**src/rtl/mem_responder.sv**
```systemverilog
// mem_responder: wait-stated word memory behind the multicycle core's unified bus.
// It serves one request at a time. MemReady is a one-cycle completion pulse, and MemErr is only meaningful alongside it.
module mem_responder #(
    parameter int ADDR_WIDTH = 6,
    parameter int LATENCY    = 2
) (
    input  logic                  clk,
    input  logic                  reset,
    input  logic                  MemReq,
    input  logic                  MemWrite,
    input  logic [31:0]           Adr,
    input  logic [31:0]           WriteData,
    output logic [31:0]           ReadData,
    output logic                  MemReady,
    output logic                  MemErr,
    input  logic                  InitWe,
    input  logic [ADDR_WIDTH-1:0] InitAdr,
    input  logic [31:0]           InitData
);
    // state | meaning
    // IDLE  | waiting for MemReq; init port writes accepted here only
    // BUSY  | wait counter running down; access at terminal count
    // DONE  | MemReady pulse, MemErr valid, unconditional return to IDLE

    localparam int         DEPTH     = 1 << ADDR_WIDTH;
    localparam logic [3:0] WAIT_LOAD = 4'(LATENCY);

    typedef enum logic [1:0] {
        IDLE = 2'd0,
        BUSY = 2'd1,
        DONE = 2'd2
    } state_t;

    state_t                state_q, state_d;
    logic [3:0]            cnt_q;
    logic [31:0]           adr_q;
    logic [31:0]           wdata_q;
    logic                  write_q;
    logic [31:0]           rdata_q;
    logic                  err_q;
    logic [31:0]           mem [DEPTH];

    logic                  accept;
    logic                  access;
    logic                  init_wr;
    logic                  adr_bad;
    logic [ADDR_WIDTH-1:0] index;

    assign index   = adr_q[ADDR_WIDTH+1:2];
    assign adr_bad = (adr_q[1:0] != 2'b00) || ((adr_q >> (ADDR_WIDTH + 2)) != 32'd0);

    always_comb begin
        state_d = state_q;
        accept  = 1'b0;
        access  = 1'b0;
        init_wr = 1'b0;
        case (state_q)
            IDLE: begin
                if (MemReq) begin
                    accept  = 1'b1;
                    state_d = BUSY;
                end else if (InitWe) begin
                    init_wr = 1'b1;
                end
            end
            BUSY: begin
                if (cnt_q == 4'd0) begin
                    access  = 1'b1;
                    state_d = DONE;
                end
            end
            DONE:    state_d = IDLE;
            default: state_d = IDLE;
        endcase
    end

    always_ff @(posedge clk) begin
        if (reset) begin
            state_q <= IDLE;
            cnt_q   <= 4'd0;
            err_q   <= 1'b0;
            rdata_q <= 32'd0;
        end else begin
            state_q <= state_d;
            if (accept) begin
                cnt_q <= WAIT_LOAD;
            end else if (state_q == BUSY && cnt_q != 4'd0) begin
                cnt_q <= cnt_q - 4'd1;
            end
            if (access) begin
                err_q <= adr_bad;
                if (!write_q) begin
                    rdata_q <= adr_bad ? 32'd0 : mem[index];
                end
            end else if (state_q == DONE) begin
                err_q <= 1'b0;
            end
        end
    end

    always_ff @(posedge clk) begin
        if (accept) begin
            adr_q   <= Adr;
            wdata_q <= WriteData;
            write_q <= MemWrite;
        end
    end

    // The array has no reset. The reset gate keeps a transaction that is aborted in BUSY from writing.
    always_ff @(posedge clk) begin
        if (!reset) begin
            if (init_wr) begin
                mem[InitAdr] <= InitData;
            end else if (access && write_q && !adr_bad) begin
                mem[index] <= wdata_q;
            end
        end
    end

    assign ReadData = rdata_q;
    assign MemReady = (state_q == DONE);
    assign MemErr   = err_q;

endmodule

```
**config.mk**
```make
export PLATFORM = sky130hd
export DESIGN_NAME = mem_responder
export DESIGN_NICKNAME = d
export VERILOG_FILES = /design/src/rtl/mem_responder.sv
export SDC_FILE = /design/constraint.sdc
export NUM_CORES = 2
export LEC_CHECK = 0
export ABC_AREA = 1
export CAP_MARGIN = 20
export CORE_UTILIZATION = 30
export DETAILED_ROUTE_END_ITERATION = 10
export HOLD_SLACK_MARGIN = 0.05
export SLEW_MARGIN = 20
export SYNTH_ARGS = -nofsm -noshare
export SYNTH_HDL_FRONTEND = slang
export SYNTH_SLANG_ARGS = --single-unit
```
**constraint.sdc**
```tcl
create_clock -name clk -period 6.1 [get_ports clk]
set_input_delay 0.61 -clock clk [delete_from_list [all_inputs] [get_ports clk]]
set_output_delay 0.61 -clock clk [all_outputs]
set_load 0.05 [all_outputs]
```
==> impl_metrics.tcl <==
set metrics [dict create \
    yosysWarnings 0 \
    relSlewSlack_pct 7.216 \
    hold_class "in -> reg" \
    seq_area_frac_synth_pct 75.00 \
    start_kind "flip-flop" \
    gp_congestion 0.8604 \
    grt_pass1_wl_mm 360.7 \
    synth_edf_count 2113 \
    finalSetupTns_ns 0 \
    hold_depth 1 \
    clock_path_buffers 3 \
    drc_errors 0 \
    share_seq_of_total_power_pct 50.2 \
    viasPerCell 5.076 \
    syn_to_final_growth_pct 15.06 \
    finalNetCount 7241 \
    synth_top_area_share_pct 73.95 \
    async_flop_share_pct 0 \
    ios 141 \
    antenna_found_initial 9 \
    postRouteAntennaNets 0 \
    routedWlPerCell_um 22.38 \
    worstPathRequired_ns 6.62 \
    worst_path_most_repeated_cell "nand2_1" \
    synth_compound_area_share_pct 0.2931 \
    coreArea_sq_um 283300 \
    port_buffers 140 \
    synth_fa_ha_area_share_pct 0.02916 \
    vias 56078 \
    worstPathArrival_ns 4.94 \
    comb_power_share_pct 11.7 \
    path_buf_inv 2 \
    post-place-cells 10666 \
    synth_ff_type "edfxtp_1" \
    p_leak_uw 0.03351 \
    initial_core_util_pct 30.29 \
    netlist_top_cells_area "edfxtp_1, nand3_1, nand2_1" \
    switching_power_uw 8345 \
    syn_nets 7206 \
    yosysTopAreaCell "edfxtp_1" \
    grt_max_degree 213 \
    worst_pin_slew_ns 1.392 \
    gr-total-overflow 0 \
    clk_latency_ns 0.85 \
    path_max_fanout 43 \
    rsz0062_at_grt "false" \
    grt_pass1_vias 52994 \
    synth_top_family_by_area "simple AND/OR/NAND/NOR gates" \
    maxCapViolations 0 \
    synth_xor_area_share_pct 0.01021 \
    whs_ns 0.3194 \
    synth-simple-area-share_pct 22.29 \
    crit_cells 12 \
    power_density_nw_per_um2 331.6 \
    fin_skew_ns 0.02992 \
    h-tree-depth 4 \
    peakVddDrop_uv 313.8 \
    syn_area_per_cell_sq_um 12.09 \
    worst_setup_path_end_kind "flip-flop" \
    crit_family "simple AND/OR/NAND/NOR gates" \
    min_period_ns 4.424 \
    ys_types 33 \
    drive_above_1_share_pct 7.521 \
    slowest_delay_ns 0.81 \
    muxShareOfSynthArea_pct 0 \
    dp_hpwl_mm 136.6 \
    setup_ws_ns 1.676 \
    pwr-share-clk_pct 38.2 \
    dr.pass1.iters 6 \
    routed_wl_mm 247.3 \
    fin_crit_sh_pct 72.53 \
    post_cts.repair.setup_buffers 0 \
    clk_pin_slew_ns 0.06 \
    dieArea_sq_um 288100 \
    hold_buffers 0 \
    crit_slowest_cell "nor2_4" \
    dp_slack_ns 1.326 \
    crit_chain "nor2_1, nand2_1, nor3_1, nand2_1, nor2_2, nand2_4, o21ai_1, nand2_1, inv_1, nand2_1, nor2_4, buf_4" \
    cts_made_buffers 205 \
    die_h_um 536.8 \
    die_w_um 536.8 \
    drt_iter0_markers 6802 \
    synth.cell_area_sq_um 85800 \
    clockRootBuffer "clkbuf_16" \
    hold_violations 0 \
    finalPower_uw 32740 \
    setup_viol 0 \
    ys_ff_latch 2158 \
    clock-sinks 2158 \
    stdcell_count 11048 \
    netlist_instances 7097 \
    report.final.slew_viol_count 0 \
    p_sw_share_pct 25.49 \
    fmax_ghz 0.2260 \
    cts_resized 0 \
    status "complete, no violations" \
    reg2reg_depth 12 \
    intPower_uw 24390 \
    cts_tree "yes" \
    num_rows 195 \
    grt_usage_pct 16.83 \
    path_class "reg -> reg" \
]
-- per-stage QoR --
| step | utilization [%] | cell area [sq um] |
|---|---|---|
| after global placement | 32.48 | 92000 |
| after floorplan | - | 85800 |
| after CTS | 34.83 | 98660 |
| final | 34.85 | 98720 |
| after global routing | 34.85 | 98710 |
| after detailed placement | 32.54 | 92180 |
-- power by group through the flow --
stage	logic (uW)	clock network (uW)	registers, uW
2_1_floorplan	2290	0	16700
3_3_place_gp	3720	0	16700
3_5_place_dp	3770	0	16700
4_1_cts	3780	12600	16400
5_1_grt	4100	13200	16400
6_report	3820	12500	16400
-- final timing paths --
check / startpoint / to / slack, ns
max reg2reg: adr_q[16] / mem[52][23] / 1.68
min: Adr[16] / adr_q[16] / 0.32
max: adr_q[16] / mem[52][23] / 1.68
min reg2reg: ReadData[9] / ReadData[9] / 0.46
-- metal layers --
layer  routed length, um  share of wire, %  global-route usage (%)  up-vias
met5                  41             0.017                       0        -
met1              104300                42                   23.19    27879
met3               20680               8.4                   3.049      364
li1                    -                 -                       -    25338
met4               10210               4.1                   7.089        6
met2              112000                45                   26.03     2491
-- registers in the layout, summed over array words and instances, names as in the netlist, named ones only --
register and flops:
mem 2048, ReadData 32, adr_q 32, wdata_q 32, cnt_q 4, state_q 2, MemErr 1, write_q 1
-- layout make-up --
| type | count | area (sq um) |
|---|---|---|
| fillers | 27212 | 184500 |
| flip-flops and latches | 2158 | 64370 |
| multi-input cells | 4446 | 20030 |
| clock buffers | 282 | 5617 |
| well taps | 3743 | 4683 |
| repair buffers | 291 | 2995 |
| clock inverters | 93 | 869.6 |
| inverters | 30 | 140.1 |
| diodes | 5 | 12.51 |
-- Yosys cell counts, types with 2 or more instances --
library cell / count
nor2_2: 2
clkbuf_1: 263
a21oi_1: 35
nand4_2: 5
dfxtp_1: 45
buf_2: 141
nand3_2: 2
ha_1: 2
nor3_1: 3
nor2_1: 83
nand3_1: 1985
o21ai_1: 2
inv_2: 6
edfxtp_1: 2113
o21ai_0: 5
nand2_4: 3
nor3b_1: 2
inv_1: 24
nand2_2: 4
nand2_1: 2301
buf_1: 57
nor2_4: 3
-- placed cells by master, fill, tap and decap left out, drive strengths merged --
cell / instances
o21ai: 9
o31ai: 1
o32ai: 1
bufinv: 17
ha: 2
nand4: 6
clkbuf: 282
xor2: 1
diode: 5
edfxtp: 2113
dfxtp: 45
nor3: 3
nand3b: 1
clkinv: 72
nor2b: 1
nor3b: 2
a21oi: 35
nor2: 88
clkdlybuf4s50: 139
nor4: 1
buf: 152
nand3: 1987
inv: 34
nand2: 2308
-- logic make-up after synthesis --
logic type / after synthesis
AOI/OAI and AO/OA: 46
xor gates and xnor gates: 1
DFF: 2158
buffers and inverters: 493
and+or+nand+nor: 4397
adders and majority gates: 2
No activity file was read; power rests on OpenSTA's default activity.
